<file path="src/rtl/bcd_stopwatch_ctrl.sv">
// ---------------------------------------------------------------------------
// bcd_stopwatch_ctrl
//
// Controls start, stop and clear for a chain of cascaded decade (0-9)
// counters that together form a BCD stopwatch or event timer. A prescaler
// running on clk produces a count tick, but only while the FSM is in RUN.
// Digit 0 advances on every tick. Each higher digit advances when every
// digit below it wraps from 9 to 0. A sticky flag records a full-scale wrap.
//
// Optional feature: define STOPWATCH_LAP_EN to add the lap/freeze display
// register and the lap input port. Without it, disp is wired to bcd.
//
// Parameters
//   DIGITS    number of cascaded decade stages (>=1)
//   PRESCALE  clk cycles per count tick (>=1)
//
// Ports
//   clk       rising-edge clock
//   reset     asynchronous, active-high reset
//   start     run request (IDLE/PAUSED -> RUN)
//   stop      pause request (RUN -> PAUSED)
//   clear     return to IDLE with everything zeroed (highest priority)
//   lap       freeze/release display (STOPWATCH_LAP_EN only)
//   bcd       live count, digit 0 in [3:0]
//   disp      display value
//   running   high while the FSM is in RUN
//   overflow  sticky: the count wrapped from all-9s to all-0s
//
// state   | meaning
// --------+-----------------------------------------------------------
// IDLE    | count at zero, prescaler held, waiting for start
// RUN     | prescaler counting, digits advance on each tick
// PAUSED  | count and partial prescaler period held, waiting for start
// ---------------------------------------------------------------------------
module bcd_stopwatch_ctrl #(
  parameter int DIGITS   = 4,
  parameter int PRESCALE = 10
) (
  input  logic                  clk,
  input  logic                  reset,
  input  logic                  start,
  input  logic                  stop,
  input  logic                  clear,
`ifdef STOPWATCH_LAP_EN
  input  logic                  lap,
`endif
  output logic [4*DIGITS-1:0]   bcd,
  output logic [4*DIGITS-1:0]   disp,
  output logic                  running,
  output logic                  overflow
);

  localparam int              PW         = (PRESCALE > 1) ? $clog2(PRESCALE) : 1;
  localparam logic [PW-1:0]   PRESC_LAST = PW'(PRESCALE - 1);

  typedef enum logic [1:0] {
    ST_IDLE   = 2'd0,
    ST_RUN    = 2'd1,
    ST_PAUSED = 2'd2
  } state_t;

  state_t              state, state_nxt;
  logic [PW-1:0]       presc, presc_nxt;
  logic [4*DIGITS-1:0] bcd_nxt;
  logic [4*DIGITS-1:0] bcd_inc;
  logic                all_nines;
  logic                tick;
  logic                overflow_nxt;

  // ---------------------------------------------------------------------
  // Tick generation
  // ---------------------------------------------------------------------
  assign tick = (state == ST_RUN) && (presc == PRESC_LAST);

  // ---------------------------------------------------------------------
  // Ripple-carry decade increment. The running carry is a local variable,
  // which keeps the whole chain inside one combinational process.
  // all_nines is the carry out of the top digit.
  // ---------------------------------------------------------------------
  always_comb begin
    logic c;
    bcd_inc = bcd;
    c       = 1'b1;
    for (int i = 0; i < DIGITS; i++) begin
      if (c) begin
        if (bcd[4*i +: 4] == 4'd9) begin
          bcd_inc[4*i +: 4] = 4'd0;
        end else begin
          bcd_inc[4*i +: 4] = bcd[4*i +: 4] + 4'd1;
        end
      end
      c = c & (bcd[4*i +: 4] == 4'd9);
    end
    all_nines = c;
  end

  // ---------------------------------------------------------------------
  // Next-state / next-value logic.
  // Priority is clear > stop > start. Clear also suppresses a tick that
  // would otherwise land on the same edge.
  // ---------------------------------------------------------------------
  always_comb begin
    state_nxt    = state;
    presc_nxt    = presc;
    bcd_nxt      = bcd;
    overflow_nxt = overflow;

    if (clear) begin
      state_nxt    = ST_IDLE;
      presc_nxt    = '0;
      bcd_nxt      = '0;
      overflow_nxt = 1'b0;
    end else begin
      unique case (state)
        ST_IDLE: begin
          if (start) state_nxt = ST_RUN;
        end
        ST_RUN: begin
          if (stop) state_nxt = ST_PAUSED;
        end
        ST_PAUSED: begin
          if (start) state_nxt = ST_RUN;
        end
        default: state_nxt = ST_IDLE;
      endcase

      // The prescaler holds outside RUN, so a resume continues the
      // partial period that was interrupted.
      if (state == ST_RUN) begin
        presc_nxt = tick ? '0 : presc + PW'(1);
      end

      // A stop that arrives with a tick still applies the increment.
      if (tick) begin
        bcd_nxt = bcd_inc;
        if (all_nines) overflow_nxt = 1'b1;
      end
    end
  end

  // ---------------------------------------------------------------------
  // Registers
  // ---------------------------------------------------------------------
  always_ff @(posedge clk or posedge reset) begin
    if (reset) begin
      state    <= ST_IDLE;
      presc    <= '0;
      bcd      <= '0;
      overflow <= 1'b0;
      running  <= 1'b0;
    end else begin
      state    <= state_nxt;
      presc    <= presc_nxt;
      bcd      <= bcd_nxt;
      overflow <= overflow_nxt;
      running  <= (state_nxt == ST_RUN);
    end
  end

`ifdef STOPWATCH_LAP_EN
  // ---------------------------------------------------------------------
  // Lap freeze. The lap register captures the count as it stood before the
  // edge (pre-increment). disp is registered from the next-state values so
  // that it stays cycle-aligned with bcd.
  // ---------------------------------------------------------------------
  logic                freeze, freeze_nxt;
  logic [4*DIGITS-1:0] lap_q, lap_nxt;

  always_comb begin
    freeze_nxt = freeze;
    lap_nxt    = lap_q;
    if (clear) begin
      freeze_nxt = 1'b0;
      lap_nxt    = '0;
    end else if (lap) begin
      if (freeze) begin
        freeze_nxt = 1'b0;
      end else if (state == ST_RUN) begin
        lap_nxt    = bcd;
        freeze_nxt = 1'b1;
      end
    end
  end

  always_ff @(posedge clk or posedge reset) begin
    if (reset) begin
      freeze <= 1'b0;
      lap_q  <= '0;
      disp   <= '0;
    end else begin
      freeze <= freeze_nxt;
      lap_q  <= lap_nxt;
      disp   <= freeze_nxt ? lap_nxt : bcd_nxt;
    end
  end
`else
  assign disp = bcd;
`endif

endmodule
</file>
<file path="config.mk">
export PLATFORM = sky130hd
export DESIGN_NAME = bcd_stopwatch_ctrl
export DESIGN_NICKNAME = d
export VERILOG_FILES = /design/src/rtl/bcd_stopwatch_ctrl.sv
export SDC_FILE = /design/constraint.sdc
export NUM_CORES = 1
export LEC_CHECK = 0
export ABC_CLOCK_PERIOD_IN_PS = 1900
export BUFFER_PORTS_ARGS = -buffer_cell sky130_fd_sc_hd__buf_2
export CORE_ASPECT_RATIO = 2
export CORE_MARGIN = 1
export CORE_UTILIZATION = 49
export CTS_BUF_LIST = sky130_fd_sc_hd__clkbuf_4
export DETAILED_ROUTE_END_ITERATION = 16
export GPL_TIMING_DRIVEN = 0
export HOLD_SLACK_MARGIN = 0.03
export PLACE_DENSITY = 0.86
export SLEW_MARGIN = 10
export SYNTH_ARGS = -nofsm -noshare
export SYNTH_HDL_FRONTEND = slang
export SYNTH_SLANG_ARGS = --single-unit
</file>
<file path="constraint.sdc">
create_clock -name clk -period 1.9 [get_ports clk]
set_clock_uncertainty 0.1 [all_clocks]
set_input_delay 0.57 -clock clk [delete_from_list [all_inputs] [get_ports clk]]
set_output_delay 0.57 -clock clk [all_outputs]
set_load 0.02 [all_outputs]
</file>
==> results.sh <==
export IMPL_crit_type="reg2reg"
export IMPL_wirelength_mm=3.18
export IMPL_fmax_mhz=539
export IMPL_p_sw_frac=0.227
export IMPL_finalCriticalPeriod_ns=1.86
export IMPL_dp_hpwl_mm=2.22
export IMPL_first_global_vias=1158
export IMPL_routed_via_density=5.36
export IMPL_clockRootBuffer="clkbuf_4"
export IMPL_holdWs_ns=0.306
export IMPL_start_util=0.513
export IMPL_die_area_um2=3360
export IMPL_clk_pin_slew_ns=0.14
export IMPL_worstSkewPairLatency_ns=0.33
export IMPL_async_flop_share=1.00
export IMPL_grt_max_degree=25
export IMPL_synth_nets=178
export IMPL_fin_nets=235
export IMPL_reg2reg_slack_ns=0.04
export IMPL_synth_most_common_cell="dfrtp_1"
export IMPL_syn_inst=163
export IMPL_avgSynthCellArea_um2=9.37
export IMPL_clock_sinks=24
export IMPL_wl_per_cell_um=12.8
export IMPL_power_mw=0.990
export IMPL_synth_top_area_share=0.393
export IMPL_grt_antenna_before_repair=0
export IMPL_combPwrFrac=0.080
export IMPL_cts_buffers=3
export IMPL_arrival_ns=2.02
export IMPL_drc_errors=0
export IMPL_ys_flop_type="dfrtp_1"
export IMPL_antenna_diode_count=0
export IMPL_place_gp_congestion=0.761
export IMPL_drive_above_1_share=0.416
export IMPL_core_um2=2980
export IMPL_synth_distinct_cells=38
export IMPL_ios=39
export IMPL_setup_viol=0
export IMPL_p_leak_nw=1.07
export IMPL_crit_required_ns=2.07
export IMPL_grt_pass1_wl_mm=5.12
export IMPL_maxSlewHeadroom=0.395
export IMPL_port_buffers=37
export IMPL_crit_path_start_kind="flip-flop"
export IMPL_rsz0062_at_grt="false"
export IMPL_grt_ovfl_total=0
export IMPL_synth_seq_cells=24
export IMPL_drv_slew=0
export IMPL_synth_area_um2=1530
export IMPL_die_h_um=81.0
export IMPL_vias=1334
export IMPL_netSwitchingPower_mw=0.225
export IMPL_cap_viol_max_count=0
export IMPL_yosysTopAreaCell="dfrtp_1"
export IMPL_r2r_start="bcd[1]"
export IMPL_cts_buffer_depth=2
export IMPL_status="finished, final reports clean"
export IMPL_track_usage=0.199
export IMPL_ant_nets=0
export IMPL_ir_drop_uv=443
export IMPL_rows=28
export IMPL_crit_fanout=6
export IMPL_syn2layout_area_growth_pct=29.0
export IMPL_tightest_slew_ns=0.907
export IMPL_min_path_type="in2async"
export IMPL_synth_edf_count=0
export IMPL_yosysWarnings=0
export IMPL_ys_top_cells_by_area="dfrtp_1, ha_1, buf_4"
export IMPL_intPower_mw=0.765
export IMPL_period_share=0.977
export IMPL_drtIter0Drc=28
export IMPL_finish_utilization=0.662
export IMPL_htreeDepth=1
export IMPL_pwr_density_cell_nw_per_um2=502
export IMPL_r2r_end="bcd[14]"
export IMPL_die_x_um=41.5
export IMPL_first_pass_iters=4
export IMPL_p_clk_frac=0.384
export IMPL_finalHoldViolations=0
export IMPL_cts_tree="done"
export IMPL_endpoint_kind="flip-flop"
export IMPL_ys_seq_area_frac=0.393
export IMPL_power_frac_seq=0.536
export IMPL_yosys_top_cells_count="dfrtp_1, nor2_1, buf_4"
export IMPL_worstRegToRegCells=6
how the worst max path moves through the flow:
stage                        start  slack (ns)      end  cells past startpoint
after global routing        bcd[0]       0.003  bcd[14]                      5
after global placement    presc[1]       -0.13  bcd[11]                      6
after floorplan             bcd[8]       0.008  bcd[14]                      6
after detailed placement  presc[1]       -0.16  bcd[11]                      6
after CTS                 presc[0]        0.03  bcd[14]                      5
final                       bcd[1]        0.04  bcd[14]                      6
layer usage:
metal  share of wire  vias to the layer above  wire (um)  GRT usage
met5               0                        -          0          0
met4           0.021                        0         66      0.110
met3           0.019                        7         61     0.0133
met2            0.55                       28       1750      0.370
met1            0.41                      635       1300      0.219
li1                -                      664          -          -
power groups by stage:
stage | combinational (mW) | sequential (mW) | clock (mW)
CTS | 0.0709 | 0.531 | 0.383
floorplan | 0.0435 | 0.543 | 0
global route | 0.0915 | 0.532 | 0.406
global placement | 0.0659 | 0.540 | 0
finish | 0.0791 | 0.530 | 0.380
detailed placement | 0.0672 | 0.540 | 0
through the flow:
step                worst slack [ns]  setup TNS (ns)  cells  area, um^2
finish                        0.0445               0    249        1970
global route                 0.00306               0    249        1970
CTS                           0.0254               0    242        1880
detailed placement            -0.159          -0.455    230        1750
global placement              -0.126          -0.265    230        1750
floorplan                    0.00777               0    163        1530
cells by family (layout without fill, tap and decap cells):
family	after synthesis	count (layout)	synth area share
AOI/OAI and AO/OA	27	27	0.110
and+or+nand+nor	66	66	0.255
xor gates and xnor gates	2	2	0.0115
muxes	5	5	0.0328
buffers and inverters	29	85	0.116
adders and majority gates	10	10	0.0819
DFF	24	24	0.393
placed cells by master (no fill, tap or decap), types with 4 or more instances in the layout:
cell type and instances:
buf_2 37, buf_4 31, dfrtp_1 21, nor2_1 20, a21oi_1 14, nand2_1 11, ha_1 8, inv_1 7
mux2i_1 5, nor3_1 5, nand3_1 4
area by class of cell:
cell class	count	area, um^2
buffer	21	154
fill	245	1010
clock buffer	3	22.5
tap	30	37.5
inverter	8	30.0
timing repair buffer	52	298
clock inverter	1	30.0
sequential	24	604
multi-input combinational	110	795
critical path, stage by stage, from the launching register on:
cell and delay (ns):
dfrtp_1 0.41, inv_1 0.09, ha_4 0.14, and4bb_2 0.28, nand4_4 0.13, or4_1 0.52
a21oi_1 0.14
timing repair:
| action | CTS | global route |
|---|---|---|
| pin swaps | 1 | 4 |
| setup buffers | 8 | 7 |
| cloned | 0 | 0 |
| setup endpoints to repair | 7 | 8 |
| hold buffers | 0 | 0 |
| gates resized for setup | 6 | 10 |
flip-flops by register name, indices dropped and copies added, names as in the netlist:
name / count
bcd: 16
state: 2
overflow: 1
presc: 4
running: 1
Power figures use the tool's default switching activity.
